--- src/rtl/uart_pkg.sv ---
// Shared definitions for the UART transmit path: FSM encoding and queue defaults.
package uart_pkg;

  typedef enum logic [2:0] {
    IDLE,
    LOAD,
    START,
    WAIT_HI,
    WAIT_LO
  } txq_state_t;

  localparam int TXQ_DEPTH_DEFAULT = 16;
  localparam int TXQ_BUSY_TIMEOUT  = 4;

endpackage

--- src/rtl/sync_fifo_byte.sv ---
// Single-clock circular byte buffer with registered full/empty flags and an occupancy counter.
module sync_fifo_byte #(
  parameter  int DEPTH = 16,
  localparam int AW    = $clog2(DEPTH)
) (
  input  logic          clk,
  input  logic          rst,
  input  logic          wr_en,
  input  logic [7:0]    wr_data,
  input  logic          rd_en,
  output logic [7:0]    rd_data,
  output logic          full,
  output logic          empty,
  output logic [AW:0]   level
);

  localparam logic [AW:0] FULL_LVL = (AW+1)'(DEPTH);
  localparam logic [AW:0] LVL_ONE  = (AW+1)'(1);
  localparam logic [AW-1:0] PTR_ONE = AW'(1);

  logic [7:0]    mem [DEPTH];
  logic [AW-1:0] wr_ptr;
  logic [AW-1:0] rd_ptr;
  logic [AW:0]   level_next;
  logic          push;
  logic          pop;

  // A write against a registered full is dropped even when a pop frees space this cycle.
  assign push    = wr_en & ~full;
  assign pop     = rd_en & ~empty;
  assign rd_data = mem[rd_ptr];

  always_comb begin
    level_next = level;
    if (push && !pop)
      level_next = level + LVL_ONE;
    else if (!push && pop)
      level_next = level - LVL_ONE;
  end

  always_ff @(posedge clk) begin
    if (!rst) begin
      wr_ptr <= '0;
      rd_ptr <= '0;
      level  <= '0;
      full   <= 1'b0;
      empty  <= 1'b1;
    end else begin
      if (push) wr_ptr <= wr_ptr + PTR_ONE;
      if (pop)  rd_ptr <= rd_ptr + PTR_ONE;
      level <= level_next;
      full  <= (level_next == FULL_LVL);
      empty <= (level_next == '0);
    end
  end

  always_ff @(posedge clk) begin
    if (push) mem[wr_ptr] <= wr_data;
  end

endmodule

--- src/rtl/uart_tx_queue.sv ---
// Byte queue feeding the UART transmitter handshake; UART_TXQ_OVF_EN adds overflow/drop_cnt reporting.
module uart_tx_queue
  import uart_pkg::*;
#(
  parameter  int DEPTH = TXQ_DEPTH_DEFAULT,
  localparam int AW    = $clog2(DEPTH)
) (
  input  logic          clk,
  input  logic          rst,
  input  logic          wr_en,
  input  logic [7:0]    wr_data,
  output logic          full,
  output logic          empty,
  output logic [AW:0]   level,
`ifdef UART_TXQ_OVF_EN
  output logic          overflow,
  output logic [7:0]    drop_cnt,
`endif
  input  logic          tx_busy,
  output logic          tx_start,
  output logic [7:0]    byte_to_send
);

  localparam int TW = $clog2(TXQ_BUSY_TIMEOUT);
  localparam logic [TW-1:0] HI_LAST = TW'(TXQ_BUSY_TIMEOUT - 1);
  localparam logic [TW-1:0] HI_ONE  = TW'(1);

  txq_state_t    state;
  txq_state_t    state_next;
  logic          pop;
  logic [7:0]    head;
  logic [TW-1:0] hi_cnt;

  sync_fifo_byte #(.DEPTH(DEPTH)) u_fifo (
    .clk     (clk),
    .rst     (rst),
    .wr_en   (wr_en),
    .wr_data (wr_data),
    .rd_en   (pop),
    .rd_data (head),
    .full    (full),
    .empty   (empty),
    .level   (level)
  );

  always_comb begin
    state_next = state;
    pop        = 1'b0;
    case (state)
      IDLE:    if (!empty && !tx_busy) state_next = LOAD;
      LOAD: begin
        pop        = ~empty;
        state_next = START;
      end
      START:   state_next = WAIT_HI;
      // A transmitter that never answers the pulse must not wedge the queue.
      WAIT_HI: begin
        if (tx_busy)
          state_next = WAIT_LO;
        else if (hi_cnt == HI_LAST)
          state_next = IDLE;
      end
      WAIT_LO: if (!tx_busy) state_next = IDLE;
      default: state_next = IDLE;
    endcase
  end

  always_ff @(posedge clk) begin
    if (!rst) begin
      state        <= IDLE;
      tx_start     <= 1'b0;
      byte_to_send <= 8'h00;
      hi_cnt       <= '0;
    end else begin
      state    <= state_next;
      tx_start <= (state_next == START);
      if (pop) byte_to_send <= head;
      hi_cnt   <= (state == WAIT_HI) ? hi_cnt + HI_ONE : '0;
    end
  end

`ifdef UART_TXQ_OVF_EN
  always_ff @(posedge clk) begin
    if (!rst) begin
      overflow <= 1'b0;
      drop_cnt <= 8'h00;
    end else if (wr_en && full) begin
      overflow <= 1'b1;
      if (drop_cnt != 8'hFF) drop_cnt <= drop_cnt + 8'h01;
    end
  end
`endif

endmodule

--- config.mk ---
export PLATFORM = sky130hd
export DESIGN_NAME = uart_tx_queue
export DESIGN_NICKNAME = d
export VERILOG_FILES = /design/src/rtl/uart_pkg.sv /design/src/rtl/sync_fifo_byte.sv /design/src/rtl/uart_tx_queue.sv
export SDC_FILE = /design/constraint.sdc
export NUM_CORES = 1
export LEC_CHECK = 0
export CORE_MARGIN = 2
export CORE_UTILIZATION = 64
export CTS_BUF_LIST = sky130_fd_sc_hd__clkbuf_16
export CTS_CLUSTER_DIAMETER = 80
export CTS_CLUSTER_SIZE = 14
export DETAILED_ROUTE_END_ITERATION = 6
export PLACE_DENSITY = 0.8
export SYNTH_ARGS = -nofsm -noshare
export SYNTH_HDL_FRONTEND = slang
export SYNTH_SLANG_ARGS = --single-unit
--- constraint.sdc ---
create_clock -name clk -period 3.5 [get_ports clk]
set_clock_uncertainty 0.1 [all_clocks]
set_input_delay 0.35 -clock clk [delete_from_list [all_inputs] [get_ports clk]]
set_output_delay 0.35 -clock clk [all_outputs]
set_load 0.02 [all_outputs]
## Word-level counts from Yosys, hierarchy flattened

Memories as Yosys holds them, arrays and structs flattened. A register that Yosys moved wholly into a read port is not among the register bits.
Index checks and enable logic that the tools add are counted.

| word-level totals | value |
|---|---|
| bits in writable memories | 128 |
| latch bits | 0 |
| bits in registers | 21 |
| bits in read-only memories | 0 |
| input bits | 12 |
| output and inout bits | 16 |
| memories kept | 1 |
| word-level logic and storage cells | 46 |

Memory list:

| name | words | width | read ports | clocked after memory_dff | write ports | RTL line | text |
|---|---|---|---|---|---|---|---|
| u_fifo.mem | 16 | 8 | 1 | 1 | 1 | sync_fifo_byte.sv:21 | `logic [7:0] mem [DEPTH];` |

| cells by class | value |
|---|---|
| shift-type cells | 0 |
| mux-type cells | 10 |
| multipliers | 0 |
| $add $sub $neg | 5 |
| bitwise logic cells | 4 |
| reduce and logical (&&, ||, !) cells | 11 |
| $lt $le $gt $ge | 0 |
| divide/modulo/power cells | 0 |
| eq/ne operators | 7 |

Operators with widths:

| operator | count |
|---|---|
| 3-bit one-hot mux with 5 select lines | 1 |
| 3-bit two-way mux | 4 |
| 5-bit two-way mux | 2 |
| 3-bit by 2-bit equality test with 1-bit output, second input constant | 3 |
| 4-bit by 1-bit adder with 4-bit output, second input constant | 2 |
| 5-bit by 1-bit adder with 5-bit output, second input constant | 1 |
| 5-bit equality test, second input constant | 1 |
| 1-bit logical NOT | 5 |
| 5-bit logical NOT | 1 |
| 5-bit by 1-bit subtractor with 5-bit output, second input constant | 1 |
| 3-bit by 1-bit equality test with 1-bit output, second input constant | 1 |
| 3-bit equality test, second input constant | 1 |
| 1-bit logical AND | 3 |
| 3-bit logical NOT | 1 |
| 1-bit two-way mux | 3 |
| 2-bit by 1-bit adder with 2-bit output, second input constant | 1 |
| 1-bit bitwise AND | 2 |
| 2-bit equality test, second input constant | 1 |
| 1-bit NOT | 2 |
| 2-bit AND reduction | 1 |

## Depth between registers and ports, before layout

| logic depth | value |
|---|---|
| word-level depth | 7 |
| gate-level depth with buffers | 7 |
| depth with buffers taken out | 6 |

## By module

From an unflattened synthesis, not the netlist that was laid out.

| second synthesis, totals | value |
|---|---|
| cells, all modules | 346 |
| area total of the unflattened synthesis | 6517.5 um^2 |

By module, submodules not included:

| module | sequential area each (um^2) | instances | cells an instance | area an instance (um^2) |
|---|---|---|---|---|
| sync_fifo_byte | 4224.1 | 1 | 288 | 5928.2 |
| uart_tx_queue | 280.3 | 1 | 58 | 589.3 |

## Worst setup path after synthesis

OpenSTA, ideal clock, no wires.

| timing path | value |
|---|---|
| kind | reg2reg |
| start | register u_fifo.full |
| end | memory u_fifo.mem[3][0] (enable) |
| stages on the path, launching flop included | 5 |
| period minus slack after synthesis | 2266 ps |
| arrival time | 1783 ps |
| path slack | 1234 ps |
| buffers on the path | 1 |
| cell sequence | dfxtp_1 -> nor2b_1 -> clkbuf_1 -> nand2_1 -> nor3_1 |

| on the way | value |
|---|---|
| longest elaborated chain between the ends | 4 |

Ends and longest elaborated chain:

| item | RTL line | text |
|---|---|---|
| start, declared | sync_fifo_byte.sv:12 | `output logic full,` |
| start signal, assigned | sync_fifo_byte.sv:52 | `full <= (level_next == FULL_LVL);` |
| 1-bit NOT | sync_fifo_byte.sv:29 | `assign push = wr_en & ~full;` |
| 1-bit bitwise AND | sync_fifo_byte.sv:29 |  |
| 1-bit two-way mux | sync_fifo_byte.sv:58 | `if (push) mem[wr_ptr] <= wr_data;` |
| 1-bit two-way mux (implied by the code) | sync_fifo_byte.sv:58 |  |
| end, declared | sync_fifo_byte.sv:21 |  |

No other way between the ends.

==> summary.txt <==
Timing
  – Post-layout min period: 2.37 ns
  – Worst rel slew slack: 46.7%
  – Worst Max-Slew Pin Slew: 0.797 ns
  – Final setup viols: 0
  – F_max: 423 MHz
  – Number of pins exceeding their max-slew limit in the final report: 0
  – Hold Violations, Final: 0
  – Setup repair after global routing missed its margin: no
  – Fin crit share: 67.6%
  – Setup TNS after final layout: 0 ns

Setup path
  – Startpoint of the worst-slack reg-to-reg timing path: u_fifo.rd_ptr[0]
  – FF-to-FF setup slack: 1.13 ns
  – Critical-path maximum fanout: 35
  – CP Class: register to register
  – Reg2reg path depth: 6
  – Arrival time worst endpoint: 2.54 ns
  – Worst Setup Start Kind: register
  – Capturing point of the worst reg2reg path: byte_to_send[6]
  – Worst path required time: 3.68 ns
  – Crit end category: register

Floorplan
  – Effective utilization at floorplan: 66.3%
  – I/O pin count: 28
  – Total core area: 9280 µm²
  – Placement row count: 35
  – Die height: 102 µm
  – Horiz. Die Dim: 102 µm
  – Area of the die: 10400 µm²

Yosys
  – Post-synth ARST share: 0%
  – Synthesized flop and latch total: 157
  – Cell type with the highest aggregate area in the netlist: edfxtp_1
  – Average cell area after synthesis: 17.1 µm²
  – Yosys warns: 0
  – Sequential-to-total area share from yosys stat: 71.9%
  – Largest cells by area after synthesis: edfxtp_1 62%, mux4_2 12%, dfxtp_1 9.4%
  – Post-synth net total: 380
  – Number of enable-type register cells in the synthesized netlist: 128
  – Top cell types by occurrence after synthesis: 128 x edfxtp_1, 34 x nor2_1, 32 x mux4_2, 29 x dfxtp_1, 20 x a21oi_1
  – Instance count of the mapped netlist: 360
  – Synthesized area: 6160 µm²
  – Most used flip-flop cell after synthesis: edfxtp_1
  – Most common cell in the netlist: edfxtp_1
  – Distinct cell type count after synthesis: 38
  – Portion of synthesized cell area occupied by the leading cell type: 62.4%

Final layout
  – Number of nets in the layout: 415
  – Final core occ: 76.4%
  – Antenna diode instance count: 0
  – Filler instances: 522
  – Layout cell share with drive strength beyond 1: 18.4%
  – Synth-to-layout area growth: 15.2%
  – Post-layout instance count excluding filler cells: 537

CTS
  – Number of buffers inserted to repair setup after CTS: 0
  – Clock transition at the registers of the reported paths: 0.06 ns
  – Clock tree from TritonCTS: done
  – Source-to-sink clock delay at the later pin of the worst-skew pair: 0.42 ns
  – CTS Root Buffer Type: clkbuf_16
  – Number of buffers inserted for hold repair after clock tree synthesis: 0
  – Total CTS buffers: 17
  – Clock tree buffer depth: 2
  – Number of resized instances in the post-cts repair step: 0
  – Number of sinks handled by clock tree synthesis: 157
  – H-tree depth: 4

Job
  – Number of maximum-capacitance constraint violations: 0

Outcome
  – Outcome: completed

Route
  – DRC violation count after routing: 0
  – TritonRoute pass-1 iters: 5
  – Total vias in the final route: 3352
  – Per-cell routed wire length: 22.8 µm
  – Overall routed net length: 12.2 mm
  – Drt via density: 6.24
  – Initial drt markers: 364
  – Antenna viol nets, final: 0

Global routing
  – GR Util All Layers: 26.2%
  – Global route total overflow: 0
  – Pin count of the biggest net entering global routing: 36
  – Wire length of the first global-routing pass: 19.2 mm
  – Vias in the first global route: 3363
  – Number of antenna violations at the first check in global routing: 0

Power
  – Areal power density over the cells: 566 nW/µm²
  – Leakage power total: 2.28 nW
  – Worst vdd ir: 346 µV

Hold path
  – Kind of path behind the tightest hold check: register to register
  – Critical hold path startpoint: hi_cnt[0]
  – Worst Hold End: hi_cnt[0]
  – Number of stages on the worst hold path: 1

Placement
  – Hpwl dp: 7.62 mm
  – Final RePlAce weighted congestion: 0.798
  – Number of I/O port buffers: 27
  – Cell count after placement: 505
==> cells in the final DEF, fill, tap and decap left out, types with 2 or more instances in the layout <==
cell type / n
a21oi_1: 20
a22oi_1: 16
and2_1: 3
and3_1: 2
buf_4: 7
clkbuf_16: 17
clkdlybuf4s50_1: 27
clkinv_1: 2
clkinv_2: 4
clkinvlp_4: 3
dfxtp_1: 28
edfxtp_1: 128
ha_1: 8
inv_1: 7
inv_6: 4
mux4_2: 32
nand2_1: 13
nand2b_1: 4
nand3_1: 3
nand4_1: 2
nor2_1: 34
nor2b_1: 4
nor3_1: 10
o21ai_0: 2
o21ai_1: 2
xnor2_1: 5
xor2_1: 4
==> per-layer routing <==
metal | part of all wire [%] | vias to the layer above | track usage, % | wire length [µm]
li1 | - | 1483 | - | -
met1 | 41 | 1661 | 38.2 | 5010
met2 | 48 | 172 | 39.4 | 5840
met3 | 8.7 | 36 | 5.75 | 1070
met4 | 2.7 | 0 | 10.7 | 328
met5 | 0 | - | 0 | 0
==> state kept, by name, summed over array words and instances, names as in the netlist <==
signal / count
u_fifo.mem: 128
byte_to_send: 8
u_fifo.level: 5
u_fifo.rd_ptr: 4
u_fifo.wr_ptr: 4
state: 3
hi_cnt: 2
tx_start: 1
u_fifo.empty: 1
u_fifo.full: 1
==> cell families (layout without fill, tap and decap cells) <==
kind of cell	Yosys count	count (layout)	synth area share [%]
DFF	157	157	71.9
and+or+nand+nor	81	81	6.71
AOI/OAI and AO/OA	49	49	5.26
muxes	32	32	11.7
buffers and inverters	24	72	1.54
xor gates and xnor gates	9	9	1.28
adders and majority gates	8	8	1.63
==> how the worst max path moves through the flow <==
stage,start,endpoint,slack [ns],cells past startpoint
after global routing,u_fifo.rd_ptr[0],byte_to_send[3],0.97,6
after CTS,u_fifo.rd_ptr[0],byte_to_send[4],1.11,6
after detailed placement,wr_en,u_fifo.mem[7][4],0.94,4
after global placement,wr_en,u_fifo.mem[12][1],1.0,4
after floorplan,u_fifo.full,u_fifo.mem[3][0],1.23,4
final,u_fifo.rd_ptr[0],byte_to_send[6],1.13,6
==> area by class of cell <==
class                      count  area [µm²]  share of cell area, %
clock inverter                15        97.6                   1.38
tap                          129         161                   2.28
clock buffer                  17         425                   6.00
timing repair buffer          34         323                   4.55
inverter                       6        22.5                  0.318
sequential                   157        4430                   62.4
multi-input combinational    179        1640                   23.1
==> worst max-delay path, stage by stage, from the launching register on <==
cell	delay (ns)
dfxtp_2	0.31
buf_4	0.54
mux4_2	0.59
a22oi_1	0.33
a21oi_1	0.13
a21oi_1	0.13
nor2_1	0.05
==> where the power goes <==
group | switching, mW | internal [mW] | leakage (nW)
Combinational | 0.172 | 0.128 | 0.627
Clock | 0.717 | 0.901 | 0.256
Sequential | 0.0337 | 2.06 | 1.39
Total | 0.923 | 3.09 | 2.28
==> stage by stage <==
step	hold WS [ns]	instance area [µm²]	setup WS, ns	total power, mW
floorplan	0.308	6160	1.23	2.31
global route	0.372	7090	0.968	4.13
finish	0.353	7090	1.13	4.01
global placement	0.318	6570	0.999	2.41
CTS	0.360	7090	1.11	4.02
detailed placement	0.351	6570	0.940	2.43
Power figures use the tool's default switching activity.
